--- src/rtl/rice_core_pkg.sv ---
// Shared types and constants for the rice_core instruction-fetch slice.
// Optional build macro: RICE_CORE_IF_BUS_ERROR_EN (adds a bus-error flag to the IF result).
package rice_core_pkg;

    localparam int unsigned RICE_CORE_XLEN       = 32;
    localparam logic [31:0] RICE_CORE_NOP_INST   = 32'h0000_0013;
    localparam int unsigned RICE_CORE_INST_BYTES = 4;

    typedef struct packed {
        logic                      valid;
        logic [RICE_CORE_XLEN-1:0] pc;
        logic [31:0]               inst;
`ifdef RICE_CORE_IF_BUS_ERROR_EN
        logic                      error;
`endif
    } rice_core_if_result;

endpackage

--- src/rtl/rice_core_if_fifo.sv ---
// Small synchronous FIFO used for the IF response buffer and the pc-tag queue.
// DEPTH must be a power of two; clear empties the FIFO and wins over push/pop.
module rice_core_if_fifo #(
    parameter int unsigned WIDTH = 32,
    parameter int unsigned DEPTH = 2,
    localparam int unsigned CW   = $clog2(DEPTH + 1)
) (
    input  logic             clk_i,
    input  logic             rst_ni,
    input  logic             clear_i,
    input  logic             push_i,
    input  logic [WIDTH-1:0] data_i,
    input  logic             pop_i,
    output logic [WIDTH-1:0] data_o,
    output logic [CW-1:0]    count_o,
    output logic             full_o,
    output logic             empty_o
);

    localparam int unsigned AW = (DEPTH > 1) ? $clog2(DEPTH) : 1;

    logic [WIDTH-1:0] mem_q [0:(2**AW)-1];
    logic [AW-1:0]    wr_ptr_q, rd_ptr_q;
    logic [CW-1:0]    count_q;
    logic             do_push, do_pop;

    assign empty_o = (count_q == '0);
    assign full_o  = (count_q == CW'(DEPTH));
    assign count_o = count_q;
    assign data_o  = mem_q[rd_ptr_q];
    assign do_pop  = pop_i && !empty_o;
    assign do_push = push_i && (!full_o || do_pop);

    // Pointer and occupancy bookkeeping.
    always_ff @(posedge clk_i or negedge rst_ni) begin
        if (!rst_ni) begin
            wr_ptr_q <= '0;
            rd_ptr_q <= '0;
            count_q  <= '0;
        end else if (clear_i) begin
            wr_ptr_q <= '0;
            rd_ptr_q <= '0;
            count_q  <= '0;
        end else begin
            assert (!(push_i && full_o && !pop_i));
            assert (!(pop_i && empty_o));
            if (do_push) wr_ptr_q <= wr_ptr_q + AW'(1);
            if (do_pop)  rd_ptr_q <= rd_ptr_q + AW'(1);
            count_q <= count_q + CW'(do_push) - CW'(do_pop);
        end
    end

    // Storage array; contents are don't-care until written.
    always_ff @(posedge clk_i) begin
        if (do_push && !clear_i) mem_q[wr_ptr_q] <= data_i;
    end

endmodule

--- src/rtl/rice_core_if_stage.sv ---
// Instruction-fetch stage: owns the PC, issues credit-limited fetch requests,
// pairs in-order responses with their PC and buffers them for a stalling ID stage.
// Optional build macro: RICE_CORE_IF_BUS_ERROR_EN (adds i_inst_rsp_error / o_if_error).
module rice_core_if_stage
    import rice_core_pkg::*;
#(
    parameter int unsigned      XLEN       = 32,
    parameter logic [XLEN-1:0]  RESET_PC   = '0,
    parameter int unsigned      FIFO_DEPTH = 2
) (
    input  logic            i_clk,
    input  logic            i_rst_n,
    input  logic            i_enable,
    input  logic            i_stall,
    input  logic            i_flush,
    input  logic [XLEN-1:0] i_flush_pc,
    output logic            o_inst_req_valid,
    input  logic            i_inst_req_ready,
    output logic [XLEN-1:0] o_inst_req_addr,
    input  logic            i_inst_rsp_valid,
    input  logic [31:0]     i_inst_rsp_data,
`ifdef RICE_CORE_IF_BUS_ERROR_EN
    input  logic            i_inst_rsp_error,
    output logic            o_if_error,
`endif
    output logic            o_if_valid,
    output logic [XLEN-1:0] o_if_pc,
    output logic [31:0]     o_if_inst
);

    localparam int unsigned CW = $clog2(FIFO_DEPTH + 1);
`ifdef RICE_CORE_IF_BUS_ERROR_EN
    localparam int unsigned ENTRY_W = XLEN + 32 + 1;
`else
    localparam int unsigned ENTRY_W = XLEN + 32;
`endif

    if (XLEN != RICE_CORE_XLEN) begin : g_xlen_check
        $error("rice_core_if_stage: XLEN must equal RICE_CORE_XLEN");
    end

    logic [XLEN-1:0]    pc_q, pc_d;
    logic [CW-1:0]      outstanding_q, outstanding_d;
    logic [CW-1:0]      discard_q, discard_d;
    rice_core_if_result res_q, res_d, ld_res;

    logic [ENTRY_W-1:0] rsp_wdata, rsp_rdata, src_word;
    logic [CW-1:0]      rsp_count, tag_count;
    logic               rsp_full, rsp_empty, tag_full, tag_empty;
    logic [XLEN-1:0]    tag_head;

    logic credit_ok, req_fire, rsp_keep, load_en, bypass;
    logic rsp_push, rsp_pop, tag_push, tag_pop;

    // Handshake and routing decisions for this cycle.
    always_comb begin
        credit_ok        = ({1'b0, outstanding_q} + {1'b0, rsp_count}) < (CW+1)'(FIFO_DEPTH);
        o_inst_req_valid = i_enable && !i_flush && credit_ok;
        o_inst_req_addr  = pc_q;
        req_fire         = o_inst_req_valid && i_inst_req_ready;
        rsp_keep         = i_inst_rsp_valid && !i_flush && (discard_q == '0);
        // An empty output slot may be refilled even while ID is stalled.
        load_en          = !i_stall || !res_q.valid;
        bypass           = rsp_keep && i_enable && rsp_empty && load_en;
        rsp_push         = rsp_keep && !bypass;
        rsp_pop          = !i_flush && i_enable && load_en && !rsp_empty;
        tag_push         = req_fire;
        tag_pop          = rsp_keep;
    end

`ifdef RICE_CORE_IF_BUS_ERROR_EN
    assign rsp_wdata = {i_inst_rsp_error, tag_head, i_inst_rsp_data};
`else
    assign rsp_wdata = {tag_head, i_inst_rsp_data};
`endif

    // Candidate for the output register: buffered head first, else the live response.
    always_comb begin
        src_word     = rsp_empty ? rsp_wdata : rsp_rdata;
        ld_res       = '0;
        ld_res.valid = 1'b1;
        ld_res.pc    = src_word[XLEN+31:32];
`ifdef RICE_CORE_IF_BUS_ERROR_EN
        ld_res.error = src_word[XLEN+32];
        ld_res.inst  = src_word[XLEN+32] ? RICE_CORE_NOP_INST : src_word[31:0];
`else
        ld_res.inst  = src_word[31:0];
`endif
    end

    // Next-state for PC, credit counters and the output register.
    always_comb begin
        pc_d          = pc_q;
        outstanding_d = outstanding_q;
        discard_d     = discard_q;
        res_d         = res_q;
        if (i_flush) begin
            pc_d          = i_flush_pc;
            // In-flight requests stay counted for credit until their responses drain.
            outstanding_d = outstanding_q - CW'(i_inst_rsp_valid);
            discard_d     = outstanding_q - CW'(i_inst_rsp_valid);
            res_d.valid   = 1'b0;
`ifdef RICE_CORE_IF_BUS_ERROR_EN
            res_d.error   = 1'b0;
`endif
        end else begin
            if (req_fire) pc_d = pc_q + XLEN'(RICE_CORE_INST_BYTES);
            outstanding_d = outstanding_q + CW'(req_fire) - CW'(i_inst_rsp_valid);
            if (i_inst_rsp_valid && (discard_q != '0)) discard_d = discard_q - CW'(1);
            if (load_en) begin
                if (i_enable && (!rsp_empty || bypass)) begin
                    res_d = ld_res;
                end else begin
                    res_d.valid = 1'b0;
`ifdef RICE_CORE_IF_BUS_ERROR_EN
                    res_d.error = 1'b0;
`endif
                end
            end
        end
    end

    // State registers with protocol and credit sanity checks.
    always_ff @(posedge i_clk or negedge i_rst_n) begin
        if (!i_rst_n) begin
            pc_q          <= RESET_PC;
            outstanding_q <= '0;
            discard_q     <= '0;
            res_q         <= '0;
        end else begin
            assert (!(i_inst_rsp_valid && (outstanding_q == '0)));
            assert (!(req_fire && (outstanding_q == CW'(FIFO_DEPTH))));
            assert (discard_q <= outstanding_q);
            assert (tag_count == outstanding_q - discard_q);
            assert (!(rsp_push && rsp_full && !rsp_pop));
            assert (!(tag_push && tag_full));
            assert (!(tag_pop && tag_empty));
            pc_q          <= pc_d;
            outstanding_q <= outstanding_d;
            discard_q     <= discard_d;
            res_q         <= res_d;
        end
    end

    assign o_if_valid = res_q.valid;
    assign o_if_pc    = res_q.pc;
    assign o_if_inst  = res_q.inst;
`ifdef RICE_CORE_IF_BUS_ERROR_EN
    assign o_if_error = res_q.error;
`endif

    rice_core_if_fifo #(
        .WIDTH (ENTRY_W),
        .DEPTH (FIFO_DEPTH)
    ) u_rsp_fifo (
        .clk_i   (i_clk),
        .rst_ni  (i_rst_n),
        .clear_i (i_flush),
        .push_i  (rsp_push),
        .data_i  (rsp_wdata),
        .pop_i   (rsp_pop),
        .data_o  (rsp_rdata),
        .count_o (rsp_count),
        .full_o  (rsp_full),
        .empty_o (rsp_empty)
    );

    rice_core_if_fifo #(
        .WIDTH (XLEN),
        .DEPTH (FIFO_DEPTH)
    ) u_tag_fifo (
        .clk_i   (i_clk),
        .rst_ni  (i_rst_n),
        .clear_i (i_flush),
        .push_i  (tag_push),
        .data_i  (pc_q),
        .pop_i   (tag_pop),
        .data_o  (tag_head),
        .count_o (tag_count),
        .full_o  (tag_full),
        .empty_o (tag_empty)
    );

endmodule
--- config.mk ---
export PLATFORM = sky130hd
export DESIGN_NAME = rice_core_if_stage
export DESIGN_NICKNAME = d
export VERILOG_FILES = /design/src/rtl/rice_core_pkg.sv /design/src/rtl/rice_core_if_fifo.sv /design/src/rtl/rice_core_if_stage.sv
export SDC_FILE = /design/constraint.sdc
export NUM_CORES = 1
export LEC_CHECK = 0
export ABC_CLOCK_PERIOD_IN_PS = 5100
export CORE_ASPECT_RATIO = 2
export CORE_MARGIN = 2
export CORE_UTILIZATION = 55
export DETAILED_ROUTE_END_ITERATION = 8
export PLACE_DENSITY = 0.8
export RECOVER_POWER = 50
export SLEW_MARGIN = 0
export SYNTH_ARGS = -nofsm -noshare
export SYNTH_HDL_FRONTEND = slang
export SYNTH_SLANG_ARGS = --single-unit
--- constraint.sdc ---
create_clock -name i_clk -period 5.1 [get_ports i_clk]
set_input_delay 0.51 -clock i_clk [delete_from_list [all_inputs] [get_ports i_clk]]
set_output_delay 0.51 -clock i_clk [all_outputs]
set_load 0.02 [all_outputs]
== Word level (Yosys, flattened, before mapping) ==
Memory sizes are Yosys's and may differ from the RTL's.
Index checks and enable logic that the tools add are counted.
Storage, ports and cells
  register bits: 109
  latch bits: 0
  bits in writable memories: 192
  bits in read-only memories: 0
  bits of input ports: 71
  output and inout port bits: 98
  memories kept: 2
Memories
  u_rsp_fifo.mem_q: depth 2, width 64, rd ports 1, clocked after memory_dff 0, wr ports 1, line rice_core_if_fifo.sv:22  | logic [WIDTH-1:0] mem_q [0:(2**AW)-1];
  u_tag_fifo.mem_q: depth 2, width 32, rd ports 1, clocked after memory_dff 0, wr ports 1, line rice_core_if_fifo.sv:22
Operators by class
  add/sub/neg operators: 14
  multiply operators: 0
  divide/modulo/power cells: 0
  magnitude comparators: 1
  equality and inequality tests: 2
  shift operators: 0
  muxes and demuxes: 24
  bitwise logic cells: 1
  reduce and logical (&&, ||, !) cells: 43
Operators with widths (number)
  two-way mux 64 bit: 2
  two-way mux 65 bit: 1
  two-way mux 32 bit: 2
  adder 32 x 3 -> 32 bit (second input constant): 1
  logical AND 1 bit: 19
  nonzero test 2 bit: 8
  two-way mux 1 bit: 14
  two-way mux 2 bit: 5
  logical NOT 1 bit: 8
  subtractor 2 x 1 -> 2 bit: 4
  adder 2 x 1 -> 2 bit: 3
  logical NOT 2 bit: 3
  adder 1 bit (second input constant): 4
  == test 2 bit (second input constant): 2
  logical OR 1 bit: 4
  adder 2 x 2 -> 3 bit: 1
  less-than comparator 3 x 2 -> 1 bit (second input constant): 1
  AND reduction 3 bit: 1
  subtractor 2 x 1 -> 2 bit (second input constant): 1
  inverter 1 bit: 1

== Longest topological paths before layout ==
  word-level depth: 12
  mapped depth: 13

== Cells and area by module ==
From an unflattened synthesis, not the netlist that was laid out.
Second synthesis, totals
  cells, all modules: 894
  area, all modules: 12612.1 um^2
By module, submodules not included
  rice_core_if_stage: instances 1, cells an instance 537, area an instance 5166.2 um^2, seq. area each 2527.4 um^2
  rice_core_if_fifo at u_rsp_fifo: instances 1, cells an instance 228, area an instance 4883.4 um^2, seq. area each 3943.8 um^2
  rice_core_if_fifo at u_tag_fifo: instances 1, cells an instance 129, area an instance 2562.5 um^2, seq. area each 2021.9 um^2

== Worst setup path after synthesis ==
No wires, ideal clock.
  path kind: input -> register
  start: input i_stall
  end: memory u_rsp_fifo.mem_q[0][0] in the netlist's numbering (enable)
  setup time: 487 ps
  data arrival time: 3661 ps
  data required time: 4613 ps
  setup slack: 952 ps
  stages on the path: 5
  buffers on the path: 0
  cell sequence: nand2_1 nand2_1 xor2_1 o21ai_0 nor2_1
Between the ends
  cells in the longest elaborated chain, start to end: 10
  elaborated cells between the ends (all ways): 13
RTL lines
  start, declared: line rice_core_if_stage.sv:14  | input logic i_stall,
  logical NOT 1 bit *: line rice_core_if_stage.sv:63  | load_en = !i_stall || !res_q.valid;
  logical OR 1 bit *: line rice_core_if_stage.sv:63
  logical AND 1 bit (2 in a row): line rice_core_if_stage.sv:66  | rsp_pop = !i_flush && i_enable && load_en && !rsp_empty;
  logical AND 1 bit: line rice_core_if_fifo.sv:31  | assign do_pop = pop_i && !empty_o;
  logical OR 1 bit: line rice_core_if_fifo.sv:32  | assign do_push = push_i && (!full_o || do_pop);
  logical AND 1 bit *: line rice_core_if_fifo.sv:32
  logical AND 1 bit *: line rice_core_if_fifo.sv:55  | if (do_push && !clear_i) mem_q[wr_ptr_q] <= data_i;
  two-way mux 1 bit *: line rice_core_if_fifo.sv:55
  two-way mux 1 bit (not written as such) *: line rice_core_if_fifo.sv:55
  end, declared: line rice_core_if_fifo.sv:22
Mark *: on every way between the ends. The rest lies on a longest branch, timed or not.

== Worst setup path in the final report ==
  start: register u_rsp_fifo.count_q[0] (netlist: u_rsp_fifo.count_o[0])
  end: output o_inst_req_valid
Between the ends
  cells in the longest elaborated chain, start to end: 3
RTL lines
  start, declared: line rice_core_if_fifo.sv:24  | logic [CW-1:0] count_q;
  start signal, assigned: line rice_core_if_fifo.sv:49  | count_q <= count_q + CW'(do_push) - CW'(do_pop);
  adder 2 x 2 -> 3 bit: line rice_core_if_stage.sv:57  | credit_ok = ({1'b0, outstanding_q} + {1'b0, rsp_count}) < (CW+1)'(FIFO_DEPTH);
  less-than comparator 3 x 2 -> 1 bit: line rice_core_if_stage.sv:57
  logical AND 1 bit: line rice_core_if_stage.sv:58  | o_inst_req_valid = i_enable && !i_flush && credit_ok;
  end, declared: line rice_core_if_stage.sv:17  | output logic o_inst_req_valid,
Every way passes these cells.

==> results.toml <==
[global_route]
gr-usage-met3 = 0.0251
grt_pass1_vias = 8177
grt_use_total = 0.228
grt_max_degree = 130
grt.busiest_layer = "met2"
grt_use_met2 = 0.410
grt_pass1_wl_um = 41800
overflow = 0
antenna_found_initial = 1
grt_use_met1 = 0.262

[cells_and_area]
multi_input_area_sq_mm = 0.00361
ff_latch_area_sq_mm = 0.00850
instances_no_fill = 1397
nNetsFinal = 1183
drive_gt1_frac = 0.0634
final.fill_count = 1536
flow.area_growth_from_synthesis_pct = 22.7

[synthesis]
synth_top_family_by_area = "simple AND/OR/NAND/NOR gates"
synthXorXnorAreaFrac = 0.00852
synth_flop_cell = "edfxtp_1"
synthCells = 943
syn_nets = 1024
synthMuxAreaShare = 0.0862
synth_compound_area_frac = 0.0913
synth-edff-count = 192
ys_seq_elements = 301
seq_area_frac_synth = 0.688
synth-simple-area-share = 0.0933
synth-warning-count = 0
synth_area_sq_mm = 0.0123
syn_area_per_cell_sq_um = 13.1
synthArstFlopShare = 0.362
synth_cell_types = 46
synth_fa_ha_area_frac = 0.0107

[power_and_ir_drop]
peakVddDrop_v = 0.000315
powerDensity_mw_per_mm2 = 455
p_leak_uw = 0.00562

[cts]
cts_buffers = 25
htree_levels = 1
clk_pin_slew_ps = 70
clockRootBuffer = "clkbuf_16"
clock_path_buffers = 3
cts_tree = "built"
cts_sinks = 301
insertion_delay_ps = 520

[sta]
finalSetupViolations = 0
hold_violations = 0
fin_crit_sh = 0.619
relSlewSlack = -0.209
slew_viol_final = 61
grt_setup_unrepaired = "no"
clock_skew_ps = 10.6
finalCriticalPeriod_ps = 3160
max_freq_mhz = 317
hold_ws_ps = 475
worstMarginPinSlew_ps = 1810
setup_tns_ps = 0

[routing]
vias = 8028
drtIter0Drc = 416
drc_errors = 0
ant_nets = 0
viasPerCell = 5.75
drtPass1Iterations = 5
wl_um = 26600
wl_per_cell_um = 19.1

[die]
die_w_um = 110
rows = 77
fp.dieArea_sq_mm = 0.0237
die_h_um = 216
initial_core_util = 0.559
num_io_pins = 169
coreArea_sq_mm = 0.0221

[critical_path]
r2r.worst_path.cells = 12
crit_type = "register to output port"
crit_required_ps = 4590
r2r-end = "outstanding_q[1]$_DFF_PN0_"
crit_path_end = "o_inst_req_valid"
reg2reg_from = "u_rsp_fifo.count_o[0]$_DFF_PN0_"
cp_max_fo = 3
r2r_setup_slack_ps = 1950
crit_arrival_ps = 2650
cp-end-kind = "output port"
crit_path_start = "u_rsp_fifo.count_o[0]$_DFF_PN0_"
startpoint_type = "register"

[run]
drv_cap = 2

[place]
dpl.hpwl_um = 17800
gp_congestion = 0.907
dp_cells = 1350
portBuffers = 168

[hold_path]
hold_class = "register to register"

[status]
violations = "capacitance limit, slew limit"
run_status = "finished, violations left"
-- cell usage after synthesis (9+ instances only) --
cell type,n,area [sq um]
clkbuf_1,38,143
nand3_1,14,70.1
a21oi_1,70,350
o21ai_0,89,445
dfrtp_1,109,2730
edfxtp_1,192,5770
mux2i_1,68,681
nor2_1,88,330
nand4_1,11,68.8
inv_1,16,60.1
nand2_1,106,398
ha_1,9,113
mux2_2,34,383
buf_2,9,45.0
o211ai_1,10,75.1
-- layer usage --
layer | up-vias | share of wire
met4 | 0 | 0.044
li1 | 3768 | -
met1 | 3906 | 0.37
met2 | 286 | 0.54
met5 | - | 0
met3 | 68 | 0.047
-- worst min-delay path by stage --
stage	start	cells after the start	endpoint
2_1_floorplan	i_rst_n	0	discard_q[0]$_DFFE_PN0P_
3_3_place_gp	i_rst_n	1	o_if_inst[0]$_DFFE_PN0P_
3_5_place_dp	i_rst_n	1	o_if_inst[0]$_DFFE_PN0P_
4_1_cts	i_flush	2	u_rsp_fifo.rd_ptr_q$_DFFE_PN0P_
5_1_grt	o_if_inst[21]$_DFFE_PN0P_	2	o_if_inst[21]$_DFFE_PN0P_
6_report	o_if_inst[22]$_DFFE_PN0P_	2	o_if_inst[22]$_DFFE_PN0P_
-- metrics by stage --
| stage | util | setup WS [ps] | power [uW] | cell area, sq um |
|---|---|---|---|---|
| global placement | 0.648 | 2190 | 4990 | 14300 |
| CTS | 0.686 | 1920 | 7020 | 15100 |
| detailed placement | 0.648 | 1980 | 5050 | 14300 |
| global route | 0.686 | 1440 | 7220 | 15100 |
| floorplan | - | 952 | 4180 | 12300 |
| finish | 0.686 | 1940 | 6890 | 15100 |
-- registers in the layout, summed over array words and instances (netlist names) --
name and count:
o_if_pc 32, o_inst_req_addr 32, o_if_valid 1, u_tag_fifo.mem_q 64, u_tag_fifo.count_o 2, o_if_inst 32
u_tag_fifo.wr_ptr_q 1, u_rsp_fifo.rd_ptr_q 1, outstanding_q 2, discard_q 2, u_tag_fifo.rd_ptr_q 1, u_rsp_fifo.wr_ptr_q 1
u_rsp_fifo.mem_q 128, u_rsp_fifo.count_o 2
-- worst max-delay path: stages (launching register included) --
cell             delay (ps)
dfrtp_1                 410
inv_1                    90
nor2_1                  120
fa_1                    470
nor4b_4                 340
clkdlybuf4s50_1         700
-- logic make-up after synthesis --
| family | after synthesis |
|---|---|
| and+or+nand+nor | 250 |
| DFF | 301 |
| AOI/OAI and AO/OA | 200 |
| buffers and inverters | 68 |
| adders and majority gates | 10 |
| muxes | 102 |
| xor gates and xnor gates | 12 |
-- cell type report --
type,count,area share
Timing Repair Buffer,182,0.117
Inverter,18,0.00446
Antenna cell,1,0.000165
Tap cell,276,0.0228
Sequential cell,301,0.561
Clock buffer,31,0.0456
Multi-Input combinational cell,574,0.239
Clock inverter,14,0.0102
-- power by group --
group / leakage, uW / switching [uW] / internal, uW
logic: 0.00212 / 984 / 711
registers: 0.00310 / 247 / 2980
clock network: 0.000408 / 847 / 1120
total: 0.00562 / 2080 / 4810
-- cells in the final DEF (no fill, tap or decap), drive strengths merged, types with 4 or more instances in the layout --
cell	Yosys	layout
edfxtp	192	192
dfrtp	109	109
nand2	107	107
clkdlybuf4s50	0	92
o21ai	89	89
nor2	89	89
dlygate4sd3	0	75
a21oi	70	70
mux2i	68	68
clkbuf	38	36
mux2	34	34
inv	18	18
nand3	16	16
nand4	12	12
o311ai	11	11
o211ai	10	10
buf	12	10
ha	9	9
clkinv	0	8
xnor2	7	7
and3	6	6
a31oi	6	6
xor2	5	5
and2	5	5
nor4	5	5
a32oi	4	4
-- what timing repair did --
action | in CTS | in global routing
buffers inserted | 0 | 0
hold buffers | 1 | 0
endpoints found under the hold margin | 25 | 0
endpoints found under the setup margin | 0 | 0
resized for setup | 0 | 0
(Power assumes the default switching activity.)
